--- src/rtl/bitmanip_issue_ctrl.sv ---
// bitmanip_issue_ctrl: issue controller for the execute-stage bit manipulation unit.
// Accepts one micro-op over req_valid_i/req_ready_o, pulses bmu_enable_o for one cycle
// with the latched op/operands, waits LATENCY cycles, captures bmu_result_i and offers
// it to writeback over wb_valid_o/wb_ready_i. Illegal op codes (>= NUM_OPS) skip the
// unit and write back zero with wb_illegal_o set. flush_i aborts any in-flight op.
// Ports:
//   clk_i, rst_i (async, active-high), flush_i
//   req_valid_i/req_ready_o, req_op_i, req_rs1_i, req_rs2_i, req_rd_i   upstream op
//   bmu_enable_o, bmu_op_o, bmu_operand1_o, bmu_operand2_o, bmu_result_i unit side
//   wb_valid_o/wb_ready_i, wb_rd_o, wb_data_o, wb_illegal_o             writeback
//   busy_o                                                             op in flight
module bitmanip_issue_ctrl #(
    parameter int XLEN    = 32,
    parameter int OP_W    = 5,
    parameter int NUM_OPS = 23,
    parameter int LATENCY = 1
) (
    input  logic            clk_i,
    input  logic            rst_i,
    input  logic            flush_i,
    input  logic            req_valid_i,
    output logic            req_ready_o,
    input  logic [OP_W-1:0] req_op_i,
    input  logic [XLEN-1:0] req_rs1_i,
    input  logic [XLEN-1:0] req_rs2_i,
    input  logic [4:0]      req_rd_i,
    output logic            bmu_enable_o,
    output logic [OP_W-1:0] bmu_op_o,
    output logic [XLEN-1:0] bmu_operand1_o,
    output logic [XLEN-1:0] bmu_operand2_o,
    input  logic [XLEN-1:0] bmu_result_i,
    output logic            wb_valid_o,
    input  logic            wb_ready_i,
    output logic [4:0]      wb_rd_o,
    output logic [XLEN-1:0] wb_data_o,
    output logic            wb_illegal_o,
    output logic            busy_o
);
    localparam int CW = $clog2(LATENCY + 1);

    typedef enum logic [1:0] {IDLE, ISSUE, WAIT, DONE} state_t;

    state_t          state_q, state_d;
    logic [CW-1:0]   cnt_q, cnt_d;
    logic [OP_W-1:0] op_q, op_d;
    logic [XLEN-1:0] rs1_q, rs1_d, rs2_q, rs2_d, data_q, data_d;
    logic [4:0]      rd_q, rd_d;
    logic            ill_q, ill_d, en_q, en_d, valid_q, valid_d, busy_q, busy_d;
    logic            accept;

    // Ready is combinational so a new op can ride the same edge as the writeback handshake;
    // it is held low during reset so every output reads 0 while rst_i is asserted.
    assign req_ready_o = ~rst_i & ~flush_i & ((state_q == IDLE) | ((state_q == DONE) & wb_ready_i));
    assign accept      = req_valid_i & req_ready_o;

    always_comb begin
        state_d = state_q;
        cnt_d   = cnt_q;
        op_d    = op_q;
        rs1_d   = rs1_q;
        rs2_d   = rs2_q;
        rd_d    = rd_q;
        data_d  = data_q;
        ill_d   = ill_q;
        case (state_q)
            ISSUE: begin
                cnt_d   = CW'(LATENCY);
                state_d = WAIT;
            end
            WAIT: begin
                cnt_d = cnt_q - CW'(1);
                if (cnt_q == CW'(1)) begin
                    data_d  = bmu_result_i;
                    ill_d   = 1'b0;
                    state_d = DONE;
                end
            end
            DONE:    state_d = wb_ready_i ? IDLE : DONE;
            default: ;
        endcase
        if (accept) begin
            op_d  = req_op_i;
            rs1_d = req_rs1_i;
            rs2_d = req_rs2_i;
            rd_d  = req_rd_i;
            if (32'(req_op_i) < NUM_OPS) begin
                state_d = ISSUE;
            end else begin
                // Illegal ops never reach the unit; they write back zero straight away.
                data_d  = '0;
                ill_d   = 1'b1;
                state_d = DONE;
            end
        end
        if (flush_i) state_d = IDLE;
        // Status outputs are registered from the next state so they align with state_q.
        en_d    = state_d == ISSUE;
        valid_d = state_d == DONE;
        busy_d  = state_d != IDLE;
    end

    always_ff @(posedge clk_i or posedge rst_i) begin
        if (rst_i) begin
            state_q <= IDLE;
            cnt_q   <= '0;
            op_q    <= '0;
            rs1_q   <= '0;
            rs2_q   <= '0;
            rd_q    <= '0;
            data_q  <= '0;
            ill_q   <= 1'b0;
            en_q    <= 1'b0;
            valid_q <= 1'b0;
            busy_q  <= 1'b0;
        end else begin
            state_q <= state_d;
            cnt_q   <= cnt_d;
            op_q    <= op_d;
            rs1_q   <= rs1_d;
            rs2_q   <= rs2_d;
            rd_q    <= rd_d;
            data_q  <= data_d;
            ill_q   <= ill_d;
            en_q    <= en_d;
            valid_q <= valid_d;
            busy_q  <= busy_d;
        end
    end

    assign bmu_enable_o   = en_q;
    assign bmu_op_o       = op_q;
    assign bmu_operand1_o = rs1_q;
    assign bmu_operand2_o = rs2_q;
    assign wb_valid_o     = valid_q;
    assign wb_rd_o        = rd_q;
    assign wb_data_o      = data_q;
    assign wb_illegal_o   = ill_q;
    assign busy_o         = busy_q;
endmodule

--- config.mk ---
export PLATFORM = sky130hd
export DESIGN_NAME = bitmanip_issue_ctrl
export DESIGN_NICKNAME = d
export VERILOG_FILES = /design/src/rtl/bitmanip_issue_ctrl.sv
export SDC_FILE = /design/constraint.sdc
export NUM_CORES = 1
export LEC_CHECK = 0
export CORE_MARGIN = 10
export CORE_UTILIZATION = 35
export DETAILED_ROUTE_END_ITERATION = 8
export PLACE_DENSITY_LB_ADDON = 0.1
export SLEW_MARGIN = 20
export SYNTH_ARGS = -nofsm -noshare
export SYNTH_HDL_FRONTEND = slang
export SYNTH_SLANG_ARGS = --single-unit
--- constraint.sdc ---
create_clock -name clk_i -period 4.35 [get_ports clk_i]
set_input_delay 0.435 -clock clk_i [delete_from_list [all_inputs] [get_ports clk_i]]
set_output_delay 0.435 -clock clk_i [all_outputs]
set_load 0.02 [all_outputs]
==> impl_metrics.tcl, run 1 <==
set metrics [dict create \
    finalSetupViolations 0 \
    hold_viol 0 \
    clkTransAtPathRegs_ps 50 \
    syn_nets 456 \
    grt_pass1_wl_mm 20.16 \
    wire_per_inst_um 17.44 \
    clock.fmax_ghz 0.4001 \
    seq_power_share_pct 31.0 \
    finalPower_uw 5870 \
    syn_inst 340 \
    ys_seq_area_share_pct 63.36 \
    io_pins 222 \
    worst_pin_slew_ps 1084 \
    clock_sinks 113 \
    cp_max_fo 5 \
    drt_pass1_iterations 4 \
    syn2layout_area_growth_pct 66.19 \
    crit_chain "inv_1, ha_1, a21oi_1, nor3_1, clkdlybuf4s50_1" \
    ctsRootBufferMaster "clkbuf_16" \
    postCtsSetupBuffers 0 \
    crit_start "state_q[0]$_DFF_PP0_" \
    power_density_nw_per_um2 791.4 \
    hold_start "wb_illegal_o$_DFF_PP0_" \
    synth_cell_types 20 \
    design_area_um2 7417 \
    p_sw_share_pct 33.67 \
    diodes 0 \
    placed_area_um2 6815 \
    slowest_stage "clkdlybuf4s50_1" \
    run_status "finished, final reports clean" \
    drive_gt1_share_pct 18.78 \
    setup_tns_ps 0 \
    antenna_found_initial 0 \
    first_iter_violations 106 \
    htree_levels 4 \
    post-place-ws_ps 1661 \
    ys_ff_latch 113 \
    min_path_type "register to register" \
    die_w_um 132.9 \
    synth_edf_count 0 \
    cts_tree "yes" \
    synthFlopType "dfrtp_1" \
    intPower_uw 3893 \
    setup_ws_ps 1851 \
    comb_power_share_pct 45.1 \
    maxCapViolCount 0 \
    vias 3389 \
    critPathCaptureType "primary output" \
    yosys-top-cells-area "dfrtp_1, mux2_2, nand2_1" \
    finalWirelength_mm 13.03 \
    grt_pass1_vias 3592 \
    yosysWarnings 0 \
    crit_type "register to primary output" \
    gp_congestion 0.6971 \
    power_frac_clock_pct 23.9 \
    rows 41 \
    synthArstFlopShare_pct 100.0 \
    dpl.hpwl_mm 9.495 \
    synth_area_um2 4463 \
    cts_resized 0 \
    fin_util_pct 59.01 \
    grt_setup_unrepaired "false" \
    numCtsBuffers 17 \
    final_cell_mix "clkdlybuf4s50_1, dfrtp_1, nand2_1" \
    slew_headroom_pct 27.72 \
    cts.path.max_buffers 2 \
    arrival_ps 2060 \
    gr-usage-all-layers_pct 14.66 \
    ant_nets 0 \
    fin_crit_ps 2499 \
    crit_required_ps 3910 \
    fp.dieArea_um2 17670 \
    port_buffers 221 \
    fp.dieH_um 132.9 \
    cpPeakStageDelay_ps 670 \
    layout_commonest_cell "clkdlybuf4s50_1" \
    clk_latency_ps 400 \
    initial_core_util_pct 35.51 \
    drv_slew 0 \
    ir_drop_mv 0.4184 \
    syn_avg_cell_area_um2 13.13 \
    fin_nets 679 \
    drcViolationCount 0 \
    period_share_pct 57.45 \
    synth_top_area_share_pct 63.36 \
    p_switching_uw 1977 \
    r2r-start "state_q[0]$_DFF_PP0_" \
    leakage_uw 0.003198 \
    cp-start-kind "register" \
    fin_skew_ps 7.457 \
    grt_max_degree 92 \
    viasPerCell 4.537 \
    hold_buffers 0 \
    grt_overflow 0 \
    synth_largest_area_cell "dfrtp_1" \
    core-area_um2 12570 \
]
==> final timing paths <==
path                            depth (start not counted)                             to  slack [ps]
min in group asynchronous                               2        wb_data_o[23]$_DFF_PP0_         650
worst max-delay path                                    5                    req_ready_o        1850
worst min register to register                          2         wb_illegal_o$_DFF_PP0_         480
max in group asynchronous                               3  bmu_operand2_o[9]$_DFFE_PP0N_        2860
worst min-delay path                                    2         wb_illegal_o$_DFF_PP0_         480
worst max register to register                          6  bmu_operand1_o[5]$_DFFE_PP0N_        1870
==> final cells by class <==
class                           instances  area, µm²
Clock inverter                          5      100.1
Fill cell                            1084       5151
Inverter                                4      20.02
Tap cell                              172      215.2
Sequential cell                       113       2828
Timing Repair Buffer                  224       2235
Clock buffer                           26      499.2
Multi-Input combinational cell        203       1520
==> cells in the mapped netlist (all sizes together) (2+ instances only) <==
cell type and instances:
a21oi 37, a31oi 2, buf 13, clkbuf 7
dfrtp 113, ha 5, inv 4, mux2 74
nand2 68, nand2b 2, nor2 4, nor2b 3
nor3 3
==> sequential cells by signal, indices dropped and copies added (netlist names) <==
name / cells
bmu_enable_o: 1
bmu_op_o: 5
bmu_operand1_o: 32
bmu_operand2_o: 32
busy_o: 1
cnt_q: 1
state_q: 2
wb_data_o: 32
wb_illegal_o: 1
wb_rd_o: 5
wb_valid_o: 1
==> power groups by stage <==
stage | clock network, µW | registers [µW] | logic, µW
final | 1400 | 1820 | 2650
after global routing | 1480 | 1890 | 2820
after CTS | 1430 | 1830 | 2700
after detailed placement | 0 | 1830 | 2690
after global placement | 0 | 1810 | 2660
after floorplan | 0 | 2440 | 730
==> critical path: cells and delay by family, from the launching register on <==
family / cells / cell delay, ps
compound gates: 1 / 60
fa+ha+maj: 1 / 180
buf+inv: 2 / 820
flops: 1 / 400
simple gates: 1 / 210
==> cell families after synthesis <==
family	share of synthesized area [%]
adders and majority gates	1.402
muxes	20.02
buffers and inverters	2.803
AOI/OAI and AO/OA	4.962
and+or+nand+nor	7.457
DFF	63.36
==> per-stage QoR <==
stage / instances / hold slack, ps
after global routing: 747 / 514.3
after floorplan: 340 / 498.1
after detailed placement: 716 / 471.1
after global placement: 716 / 462.0
after CTS: 747 / 483.9
final: 747 / 476.0
==> metal layers <==
metal  global-route usage, %  share of wire (%)  up-vias
li1                        -                  -     1591
met1                   17.35                 43     1637
met2                   21.20                 45      149
met3                   9.122                 12       12
met4                   5.134               0.95        0
met5                       0                  0        -
No activity file was read; power rests on OpenSTA's default activity.
==> inputs of run 2 (changes only) <==
- clock period: 4.35 -> 2.2 ns (I/O delays scaled with it)
==> impl_metrics.tcl, run 2 (same netlist as run 1, synthesis figures left out) <==
set metrics [dict create \
    run_status "finished, final reports clean" \
    crit_required_ps 2490 \
    gp_congestion 0.7206 \
    p_switching_uw 3874 \
    grt_max_degree 84 \
    antenna_found_initial 0 \
    finalPower_uw 11350 \
    clk_latency_ps 410 \
    grt_overflow 0 \
    fin_cells 756 \
    drt_pass1_iterations 4 \
    layout_commonest_cell "clkdlybuf4s50_1" \
    drcViolationCount 0 \
    worst_pin_slew_ps 443.2 \
    clock.fmax_ghz 0.4982 \
    io_pins 222 \
    clock_sinks 113 \
    port_buffers 221 \
    crit_type "register to register" \
    postCtsSetupBuffers 0 \
    reg2regPathDepth 6 \
    design_area_um2 7450 \
    finalWirelength_mm 12.87 \
    min_path_type "primary input to register" \
    placed_area_um2 6910 \
    dp.cells 724 \
    diodes 0 \
    leakage_uw 0.003221 \
    setup_tns_ps 0 \
    ir_drop_mv 0.8119 \
    grt_setup_unrepaired "false" \
    wire_per_inst_um 17.02 \
    period_share_pct 91.23 \
    power_density_nw_per_um2 1523 \
    critPathCaptureType "register" \
    fp.dieH_um 132.9 \
    hold_buffers 0 \
    finalSetupViolations 0 \
    ctsRootBufferMaster "clkbuf_16" \
    comb_power_share_pct 46.4 \
    cp-start-kind "register" \
    cts_tree "yes" \
    final_cell_mix "clkdlybuf4s50_1, dfrtp_1, nand2_1" \
    dpl.hpwl_mm 9.769 \
    nFillCells 1086 \
    p_sw_share_pct 34.14 \
    maxCapViolCount 0 \
    grt_pass1_wl_mm 20.48 \
    cts_resized 1 \
    drive_gt1_share_pct 19.69 \
    cts.path.max_buffers 2 \
    initial_core_util_pct 35.51 \
    syn2layout_area_growth_pct 66.92 \
    die_w_um 132.9 \
    vias 3396 \
    power_frac_clock_pct 22.0 \
    rows 41 \
    first_iter_violations 134 \
    fin_hold_ws_ps 358.8 \
    cp_max_fo 21 \
    fin_skew_ps 5.783 \
    numCtsBuffers 17 \
    arrival_ps 2290 \
    hold_viol 0 \
    core-area_um2 12570 \
    drv_slew 0 \
    clkTransAtPathRegs_ps 50 \
    ant_nets 0 \
    intPower_uw 7475 \
    fin_crit_ps 2007 \
    slew_headroom_pct 70.45 \
    viasPerCell 4.492 \
    gr-usage-all-layers_pct 14.85 \
    holdPathStages 3 \
    htree_levels 4 \
    seq_power_share_pct 31.6 \
    fp.dieArea_um2 17670 \
    grt_pass1_vias 3661 \
    fin_nets 687 \
]
run 2: final timing paths:
path	slack (ps)	start	to
worst max-delay path	190	state_q[0]$_DFF_PP0_	bmu_operand2_o[18]$_DFFE_PP0N_
worst min-delay path	360	bmu_result_i[22]	wb_data_o[22]$_DFF_PP0_
worst max register to register	190	state_q[0]$_DFF_PP0_	bmu_operand2_o[18]$_DFFE_PP0N_
worst min register to register	480	wb_illegal_o$_DFF_PP0_	wb_illegal_o$_DFF_PP0_
max in group asynchronous	1490	rst_i	wb_data_o[15]$_DFF_PP0_
min in group asynchronous	370	rst_i	bmu_operand1_o[23]$_DFFE_PP0N_
run 2: area by class of cell:
class                   count  area (µm²)  share of cell area, %
clock inverters             6       55.05                 0.7390
inverters                   4       18.77                 0.2519
repair buffers            232        2327                  31.24
clock buffers              26       489.2                  6.567
flip-flops and latches    113        2828                  37.96
multi-input cells         203        1516                  20.36
well taps                 172       215.2                  2.889
run 2: layer usage:
| layer | GRT usage [%] | up-vias | wire, µm |
|---|---|---|---|
| met5 | 0 | - | 0 |
| met4 | 5.501 | 0 | 136 |
| met3 | 8.516 | 10 | 1443 |
| met2 | 22.88 | 137 | 6104 |
| met1 | 16.72 | 1636 | 5182 |
| li1 | - | 1613 | - |
run 2: metrics by stage:
step	utilization [%]	setup slack [ps]
CTS	59.30	124.9
global route	59.27	66.82
detailed placement	54.98	147.2
floorplan	-	198.3
finish	59.27	192.9
global placement	54.98	141.2
run 2: power groups by stage:
stage | combinational [µW] | clock, µW | sequential, µW
CTS | 5380 | 2580 | 3600
global placement | 5300 | 0 | 3580
detailed placement | 5360 | 0 | 3620
global route | 5640 | 2680 | 3730
floorplan | 1440 | 0 | 4820
finish | 5270 | 2500 | 3580
run 2: critical path, cell delays in order (launching register included):
cell     delay [ps]
dfrtp_1         400
inv_1           150
ha_1            160
a21oi_1          60
or4b_4          540
buf_4           250
mux2_4          320
==> inputs of run 3 (changes only) <==
- CTS_CLUSTER_SIZE: default -> 10
==> results of run 3 <==
No change in the layout: final DEF, timing and power equal those of run 2.
